### src/rtl/pipe_hazard_ctrl.sv
// Hazard/sequencing controller for the 5-stage pipeline: stalls, bubbles, flushes,
// operand forwarding selects and a long-op busy sequencer. Define HAZ_PERF_EN for stall/flush counters.
module pipe_hazard_ctrl #(
    parameter int LONG_LAT = 4
) (
    input  logic        clock,
    input  logic        resetn,
    input  logic [4:0]  rs,
    input  logic [4:0]  rt,
    input  logic        use_rs,
    input  logic        use_rt,
    input  logic        dlong,
    input  logic        branch_taken,
    input  logic [4:0]  ern,
    input  logic        ewreg,
    input  logic        em2reg,
    input  logic [4:0]  mrn,
    input  logic        mwreg,
    input  logic        mm2reg,
    output logic        wpcir,
    output logic        dbubble,
    output logic        dflush,
    output logic [1:0]  fwda,
    output logic [1:0]  fwdb,
    output logic        busy
`ifdef HAZ_PERF_EN
    ,
    output logic [31:0] stall_cycles,
    output logic [31:0] flush_cycles
`endif
);

    typedef enum logic {
        RUN  = 1'b0,
        BUSY = 1'b1
    } state_t;

    localparam logic [3:0] CNT_INIT = 4'(LONG_LAT - 1);

    state_t     state;
    logic [3:0] cnt;
    logic       lu;

    // E-stage loads cannot forward from the ALU; they are covered by the load-use stall.
    function automatic logic [1:0] fwd_sel(
        input logic [4:0] src,
        input logic [4:0] e_rn,
        input logic       e_wreg,
        input logic       e_m2reg,
        input logic [4:0] m_rn,
        input logic       m_wreg,
        input logic       m_m2reg
    );
        if (src != 5'd0 && e_wreg && !e_m2reg && e_rn == src)
            return 2'b01;
        else if (src != 5'd0 && m_wreg && m_rn == src)
            return m_m2reg ? 2'b11 : 2'b10;
        else
            return 2'b00;
    endfunction

    assign lu = ewreg & em2reg & (ern != 5'd0) &
                ((use_rs & (ern == rs)) | (use_rt & (ern == rt)));

    // NOTE: every output gets its default before the branches, so no path leaves one unassigned and no latch is inferred.
    always_comb begin
        wpcir   = 1'b1;
        dbubble = 1'b0;
        dflush  = 1'b0;
        fwda    = 2'b00;
        fwdb    = 2'b00;
        if (resetn) begin
            fwda = fwd_sel(rs, ern, ewreg, em2reg, mrn, mwreg, mm2reg);
            fwdb = fwd_sel(rt, ern, ewreg, em2reg, mrn, mwreg, mm2reg);
            if (state == BUSY || lu) begin
                wpcir   = 1'b0;
                dbubble = 1'b1;
            end else if (branch_taken) begin
                dflush = 1'b1;
            end
        end
    end

    // NOTE: state registers use non-blocking assignments so every flop samples pre-edge values.
    always_ff @(posedge clock or negedge resetn) begin
        if (!resetn) begin
            state <= RUN;
            cnt   <= 4'd0;
            busy  <= 1'b0;
        end else begin
            case (state)
                RUN: begin
                    if (!lu && dlong) begin
                        state <= BUSY;
                        cnt   <= CNT_INIT;
                        busy  <= 1'b1;
                    end
                end
                BUSY: begin
                    cnt <= cnt - 4'd1;
                    if (cnt == 4'd1) begin
                        state <= RUN;
                        busy  <= 1'b0;
                    end
                end
                default: begin
                    state <= RUN;
                    busy  <= 1'b0;
                end
            endcase
        end
    end

`ifdef HAZ_PERF_EN
    always_ff @(posedge clock or negedge resetn) begin
        if (!resetn) begin
            stall_cycles <= 32'd0;
            flush_cycles <= 32'd0;
        end else begin
            if (!wpcir)
                stall_cycles <= stall_cycles + 32'd1;
            if (dflush)
                flush_cycles <= flush_cycles + 32'd1;
        end
    end
`endif

endmodule

### config.mk
export PLATFORM = sky130hd
export DESIGN_NAME = pipe_hazard_ctrl
export DESIGN_NICKNAME = d
export VERILOG_FILES = /design/src/rtl/pipe_hazard_ctrl.sv
export SDC_FILE = /design/constraint.sdc
export NUM_CORES = 1
export LEC_CHECK = 0
export ABC_AREA = 1
export ABC_CLOCK_PERIOD_IN_PS = 3100
export CAP_MARGIN = 20
export CELL_PAD_IN_SITES_DETAIL_PLACEMENT = 1
export CELL_PAD_IN_SITES_GLOBAL_PLACEMENT = 1
export CORE_MARGIN = 3
export CORE_UTILIZATION = 28
export CTS_BUF_LIST = sky130_fd_sc_hd__clkbuf_2 sky130_fd_sc_hd__clkbuf_4 sky130_fd_sc_hd__clkbuf_8
export DETAILED_ROUTE_END_ITERATION = 7
export GPL_ROUTABILITY_DRIVEN = 0
export PLACE_DENSITY_LB_ADDON = 0.2
export SLEW_MARGIN = 20
export SYNTH_ARGS = -nofsm -noshare
export SYNTH_HDL_FRONTEND = slang
export SYNTH_SLANG_ARGS = --single-unit
### constraint.sdc
create_clock -name clock -period 3.1 [get_ports clock]
set_clock_uncertainty 0.15 [all_clocks]
set_input_delay 0.465 -clock clock [delete_from_list [all_inputs] [get_ports clock]]
set_output_delay 0.465 -clock clock [all_outputs]
set_load 0.01 [all_outputs]
Word level (Yosys, flattened, before mapping)
Cells that the tools add are included.
- add/sub/neg operators: 1
- equality and inequality tests: 7
- muxes and demuxes: 22
- bitwise gates (word level): 7
- reduce and logical (&&, ||, !) cells: 18
- operators with widths (kind ; number):
    $eq A5 B5 Y1 ; 4
    $reduce_bool A5 Y1 ; 3
    $mux W1 ; 12
    $mux W2 ; 6
    $logic_and A1 B1 Y1 ; 11
    $pmux W4 S2 ; 1
    $and A1 B1 Y1 ; 5
    $eq A4 B1 Y1 const B ; 1
    $mux W4 ; 1
    $pmux W1 S2 ; 2
    $sub A4 B1 Y4 const B ; 1
    $logic_not A1 Y1 ; 2
    $ne A2 B1 Y1 const B ; 1
    $ne A2 B2 Y1 const B ; 1
    $reduce_and A2 Y1 ; 1
    $logic_or A1 B1 Y1 ; 1
    $not A1 Y1 ; 1
    $or A1 B1 Y1 ; 1
- flip-flop bits (word level): 6
- bits of input ports: 30
- output and inout bits: 8
- word-level logic and storage cells: 58

Depth between registers and ports, before layout
Gate-level depths: netlist of run 1.
- depth after elaboration: 8
- gate-level depth with buffers: 11
- mapped depth without buffers: 11

Least setup slack after synthesis of run 1
OpenSTA, ideal clock, no wires.
- kind: input to output
- start point: in rt[3]
- end point: out fwdb[0]
- arrival time: 1.246 ns
- required time: 2.485 ns
- setup slack: 1.239 ns
- cell stages on the path: 5
- path buffers: 0
- cells stage by stage: inv_1 -> o21ai_0 -> nor4_1 -> nand3_1 -> o21ai_0
- word-level cells in the longest chain between the ends: 6
- elaborated cells between the ends (all ways): 11
- classes of those cells: 2 x eq/ne; 3 x mux; 6 x reduce/logical
- RTL lines (element ; line ; source):
    from (decl) ; 9 ; input logic [4:0] rt,
    $reduce_bool A5 Y1 ; 54, 56 ;
    $logic_and A1 B1 Y1 (on tied branches) (2 in a row) ; 56, 54 ;
    $mux W2 / $logic_and A1 B1 Y1 (equally long branches) ; 56, 54 ;
    $mux W2 (*) ; 54 ; if (src != 5'd0 && e_wreg && !e_m2reg && e_rn == src)
    $mux W2 (*) ; 72 ; if (resetn) begin
    to (decl) ; 24 ; output logic [1:0] fwdb,
Mark *: on every way between the ends. The rest lies on a longest branch, timed or not.

Worst setup path in the final report of run 1
- start point: in ern[0]
- end point: out dbubble
- word-level cells in the longest chain between the ends: 7
- elaborated cells between the ends (all ways): 11
- classes of those cells: 2 x eq/ne; 2 x mux; 5 x bitwise; 2 x reduce/logical
- RTL lines (element ; line ; source):
    from (decl) ; 14 ; input logic [4:0] ern,
    $eq A5 B5 Y1 ; 63 ; ((use_rs & (ern == rs)) | (use_rt & (ern == rt)));
    $and A1 B1 Y1 ; 63 ;
    $or A1 B1 Y1 ; 63 ;
    $and A1 B1 Y1 (*) ; 62 ; assign lu = ewreg & em2reg & (ern != 5'd0) &
    $logic_or A1 B1 Y1 (*) ; 75 ; if (state == BUSY || lu) begin
    $mux W1 (*) ; 75 ;
    $mux W1 (*) ; 72 ;
    to (decl) ; 21 ; output logic dbubble,
Marks and branches as above.

==> results.py, run 1 <==
metrics = {
    "worst_hold_path": {
        "min_from": "busy",
        "holdCritPathClass": "register to register",
        "min_path_cells": 2,
        "min_to": "busy",
    },
    "finish": {
        "final_util_pct": 47.4,
        "fillers": 348,
        "synthToLayoutAreaGrowth_pct": 60.1,
        "seqCellArea_um2": 150,
        "drive_gt1_share_pct": 4.68,
        "nets": 205,
        "diodes": 0,
        "multiInputGateArea_um2": 500,
        "final_cell_count_no_fill": 201,
    },
    "timing": {
        "slew_headroom_pct": 76.6,
        "slew_viol_final": 0,
        "fin_crit_sh_pct": 94.0,
        "final.setup.tns_ns": 0,
        "whs_ns": 0.373,
        "layout_min_cycle_time_ns": 2.91,
        "fmax_mhz": 343,
        "rsz0062_at_grt": "no",
        "worst_slew_pin_slew_ns": 0.348,
        "setup_viol": 0,
        "hold_viol_final": 0,
    },
    "synthesis": {
        "avgSynthCellArea_um2": 5.70,
        "synth-edff-count": 0,
        "ys_warn_count": 0,
        "synth.distinct_cells": 19,
        "synth_most_common_cell": "nand2_1",
        "syn_inst": 130,
        "synth_top_area_share_pct": 21.8,
        "synthFlopType": "dfrtp_1",
        "yosys-top-cells-count": "nand2_1 (43), inv_1 (24), nand3_1 (11)",
        "synth_seq_area_share_pct": 20.3,
        "synth-seq-cells": 6,
        "syn_nets": 162,
        "synthesis.area_um2": 741,
        "ys_async_sr_fraction_pct": 100,
        "yosysTopAreaCell": "nand2_1",
        "synth_area_leaders": "nand2_1 (22%), dfrtp_1 (20%), inv_1 (12%), nand3_1 (7.4%), xor2_1 (5.9%)",
    },
    "floorplan": {
        "floorplan.initialDensity_pct": 29.6,
        "num_rows": 18,
        "io_pins": 38,
        "chipWidth_um": 57.4,
        "core_area_mm2": 0.00250,
        "dieHeight_um": 57.4,
        "dieArea_mm2": 0.00330,
    },
    "global_routing": {
        "grt_pass1_vias": 1023,
        "grt_first_pass_wirelength_mm": 4.36,
        "grt_max_degree": 12,
        "grt.total_usage_pct": 16.4,
        "gr-total-overflow": 0,
        "antenna_found_initial": 0,
    },
    "power_and_ir_drop": {
        "design_power_total_mw": 0.479,
        "cellLeakagePower_nw": 0.642,
        "ir_worst_vdd_mv": 0.280,
        "powerDensity_mw_per_mm2": 404,
    },
    "routing": {
        "drc": 0,
        "avgViaCountPerCell": 4.83,
        "firstDrtPassIters": 4,
        "wl_per_cell_um": 13.0,
        "final_antenna_net_count": 0,
        "drt_iter0_drc": 19,
        "vias": 971,
        "postRouteWirelength_mm": 2.61,
    },
    "clocking": {
        "cts.clk_slew.worst_paths_ns": 0.05,
        "clock-sinks": 6,
        "numCtsBuffers": 3,
        "cts_setup_buffers": 0,
        "cts_resized": 0,
        "htree_levels": 1,
        "clockRootBuffer": "clkbuf_4",
        "max-clock-path-buffers": 2,
        "cts_tree": "yes",
        "insertion_delay_ns": 0.25,
        "cts_hold_buf": 0,
    },
    "worst_setup_path": {
        "path_max_fanout": 3,
        "crit_path_cell_trace": "clkdlybuf4s50_1 -> inv_1 -> nand2_1 -> nand2_1 -> nor2_1 -> nand4_1 -> nand2_1 -> nand2_2 -> nand2_1 -> nand2_1 -> inv_1 -> clkdlybuf4s50_1",
        "timing.rr.start": "state",
        "critPathMostFrequentCell": "nand2_1",
        "r2r-end": "busy",
        "slowest_stage": "clkdlybuf4s50_1",
        "path_class": "primary input to primary output",
        "reg2regPathDepth": 5,
        "reg2reg_slack_ns": 1.79,
        "arrival_ns": 2.30,
        "end_kind": "primary output",
        "cp.required_ns": 2.48,
        "worstSetupStartpointType": "primary input",
        "cpPeakStageDelay_ns": 0.52,
    },
    "place": {
        "io_buffers": 37,
        "hpwlAfterDp_mm": 2.30,
        "dp.cells": 198,
    },
    "run": {
        "maxCapViolations": 0,
    },
    "status": {
        "outcome": "complete, no violations",
    },
}
state kept, by name (all words and copies together), names as in the netlist:
register  cells
busy          1
cnt           4
state         1
stage by stage:
stage	instance area, um2	setup slack [ns]
2_1_floorplan	741	1.24
3_3_place_gp	1160	0.146
3_5_place_dp	1160	0.106
4_1_cts	1180	0.0840
5_1_grt	1190	0.0132
6_report	1190	0.187
cell type report:
cell class	instances	share of cell area (%)
clock buffer	3	1.90
inverter	24	7.59
sequential	6	12.7
multi-input combinational	100	42.2
tap	30	3.16
timing repair buffer	38	32.5
how the worst max path moves through the flow:
stage               startpoint  endpoint  slack, ns  cells after the start
finish                  ern[0]   dbubble       0.19                     12
global route             rt[0]   dbubble       0.01                     12
global placement         rt[2]   fwdb[0]       0.15                     12
detailed placement       rt[3]   fwdb[0]       0.11                      7
floorplan                rt[3]   fwdb[0]       1.24                      5
CTS                      rt[3]   fwdb[0]       0.08                      7
power by group:
part / leakage [nW] / switching [mW] / internal, mW / total, mW
sequential: 0.0693 / 0.0245 / 0.116 / 0.141
clock: 0.0138 / 0.0318 / 0.0440 / 0.0758
combinational: 0.559 / 0.143 / 0.120 / 0.263
total: 0.642 / 0.199 / 0.280 / 0.479
kinds of logic (layout without fill, tap and decap cells):
| family | Yosys count | in the layout | synth area share, % |
|---|---|---|---|
| simple gates | 78 | 78 | 45.4 |
| buf+inv | 24 | 65 | 12.2 |
| compound gates | 12 | 12 | 9.29 |
| xor+xnor | 8 | 8 | 9.46 |
| flops | 6 | 6 | 20.3 |
| fa+ha+maj | 2 | 2 | 3.38 |
routing by layer:
layer | GRT usage [%] | vias up | share of wire [%]
met5 | 0 | - | 0
met4 | 3.64 | 0 | 1.2
met3 | 2.04 | 4 | 4.3
met2 | 28.1 | 35 | 48
met1 | 21.9 | 439 | 46
li1 | - | 493 | -
critical path, delay by kind of cell:
kind	cells	cell delay [ns]
buf+inv	4	1.16
simple gates	8	0.66
cell usage in the layout (no fill, tap or decap), types with 4 or more instances in the layout:
master and n:
nor3_1 4, dfrtp_1 6, xor2_1 5, clkdlybuf4s50_1 34, inv_1 24, nand3_1 11
o21ai_0 4, nor2_1 10, nand2_1 43
No activity file was read; power rests on OpenSTA's default activity.
==> run 2: changes to the inputs <==
PLACE_DENSITY = 0.91   (was default)
PLACE_DENSITY_LB_ADDON = default   (was 0.2)
==> run 2 against run 1 <==
Effect of this change: cell count did not move; global-route usage grew 4.4 points; wire length up 19%; first-iteration DRC count rose by 74%; cell area up 0.42%; critical endpoint is now fwda[0]; highest routed layer unchanged.
==> results.py, run 2 (same netlist as run 1, synthesis figures left out) <==
metrics = {
    "timing": {
        "setup_viol": 0,
        "fmax_mhz": 333,
        "whs_ns": 0.367,
        "rsz0062_at_grt": "yes",
        "slew_headroom_pct": 82.7,
        "slew_viol_final": 0,
        "layout_min_cycle_time_ns": 3.01,
        "hold_viol_final": 0,
        "fin_crit_sh_pct": 97.0,
        "worst_slew_pin_slew_ns": 0.258,
    },
    "floorplan": {
        "chipWidth_um": 57.4,
        "io_pins": 38,
        "core_area_mm2": 0.00250,
        "dieHeight_um": 57.4,
        "floorplan.initialDensity_pct": 29.6,
        "dieArea_mm2": 0.00330,
        "num_rows": 18,
    },
    "global_routing": {
        "gr-total-overflow": 0,
        "grt.total_usage_pct": 20.8,
        "antenna_found_initial": 0,
        "grt_max_degree": 12,
        "grt_pass1_vias": 1182,
        "grt_first_pass_wirelength_mm": 5.33,
    },
    "place": {
        "io_buffers": 37,
        "dp.cells": 198,
        "hpwlAfterDp_mm": 2.71,
        "place_area_mm2": 0.00116,
    },
    "worst_setup_path": {
        "path_max_fanout": 2,
        "path_class": "primary input to primary output",
        "startpoint": "mrn[0]",
        "end_kind": "primary output",
        "arrival_ns": 2.39,
        "timing.rr.start": "state",
        "cp.required_ns": 2.48,
        "worstSetupStartpointType": "primary input",
    },
    "clocking": {
        "htree_levels": 1,
        "numCtsBuffers": 3,
        "clockRootBuffer": "clkbuf_4",
        "insertion_delay_ns": 0.25,
        "max-clock-path-buffers": 2,
        "cts_tree": "yes",
        "cts_hold_buf": 0,
        "cts.clk_slew.worst_paths_ns": 0.04,
        "clock-sinks": 6,
    },
    "finish": {
        "final_common_cell": "nand2_1",
        "largest_reg_flops": 4,
        "final_cell_count_no_fill": 201,
        "nets": 205,
        "drive_gt1_share_pct": 5.85,
        "reg_top3": "cnt: 4 flops, busy: 1 flops, state: 1 flops",
        "synthToLayoutAreaGrowth_pct": 60.8,
        "diodes": 0,
        "final_cell_mix": "nand2_1 (43), clkdlybuf4s50_1 (34), inv_1 (24)",
        "regMostFlops": "cnt",
        "fillers": 347,
        "fin_area_mm2": 0.00119,
    },
    "routing": {
        "drt_iter0_drc": 33,
        "wl_per_cell_um": 15.4,
        "firstDrtPassIters": 4,
        "final_antenna_net_count": 0,
        "avgViaCountPerCell": 5.14,
        "vias": 1033,
        "drc": 0,
        "postRouteWirelength_mm": 3.10,
    },
    "status": {
        "outcome": "complete, no violations",
    },
    "power_and_ir_drop": {
        "p_sw_mw": 0.215,
        "seqPwrFrac_pct": 28.7,
        "design_power_total_mw": 0.496,
        "combinationalPowerShare_pct": 56.0,
        "p_int_mw": 0.281,
        "ir_worst_vdd_mv": 0.300,
        "p_sw_share_pct": 43.4,
        "cellLeakagePower_nw": 0.643,
        "powerDensity_mw_per_mm2": 417,
        "power_frac_clock_pct": 15.3,
    },
    "worst_hold_path": {
        "holdCritPathClass": "register to register",
        "min_from": "cnt[0]",
    },
    "run": {
        "maxCapViolations": 0,
    },
}
-- run 2: layer usage --
layer	up-vias	wire length, um	GRT usage [%]
met3	8	180	4.07
met1	492	1230	24.7
met5	-	0	0
met2	39	1630	37.7
met4	0	54	5.63
li1	494	-	-
-- run 2: worst paths after layout --
kind | to | slack (ns) | depth (start not counted)
max | fwda[0] | 0.09 | 7
min | cnt[0] | 0.37 | 2
max reg2reg | busy | 1.62 | 5
min reg2reg | cnt[0] | 0.37 | 2
max in group asynchronous | cnt[1] | 2.25 | 2
min in group asynchronous | cnt[2] | 0.41 | 2
-- run 2: timing repair --
item | CTS | global route
buffers inserted | 0 | 0
gates resized for setup | 0 | 6
endpoints found under the setup margin | 0 | 5
-- run 2: through the flow --
stage	util (%)	TNS, ns	worst slack [ns]
2_1_floorplan	-	0	1.24
3_3_place_gp	46.2	0	0.146
3_5_place_dp	46.2	0	0.0468
4_1_cts	47.1	0	0.0174
5_1_grt	47.6	-0.0573	-0.0355
6_report	47.6	0	0.0925
-- run 2: final cells by class --
cell class                 instances  area (um2)  share of cell area, %
tap                               30        37.5                   3.15
multi-input combinational        100         505                   42.4
inverter                          24        90.1                   7.56
sequential                         6         150                   12.6
timing repair buffer              38         385                   32.4
clock buffer                       3        22.5                   1.89
-- run 2: worst max-delay path, cell delays in order --
cell,delay (ns)
clkdlybuf4s50_1,0.47
xnor2_1,0.24
nand3_1,0.09
nor4_1,0.20
nand2_1,0.14
o21ai_1,0.20
clkdlybuf4s50_1,0.57
-- run 2: power groups by stage --
stage	Combinational, mW	Sequential, mW	Clock [mW]
final	0.278	0.142	0.0759
after global routing	0.314	0.149	0.0854
after CTS	0.281	0.142	0.0767
after detailed placement	0.277	0.141	0
after global placement	0.250	0.138	0
after floorplan	0.148	0.138	0
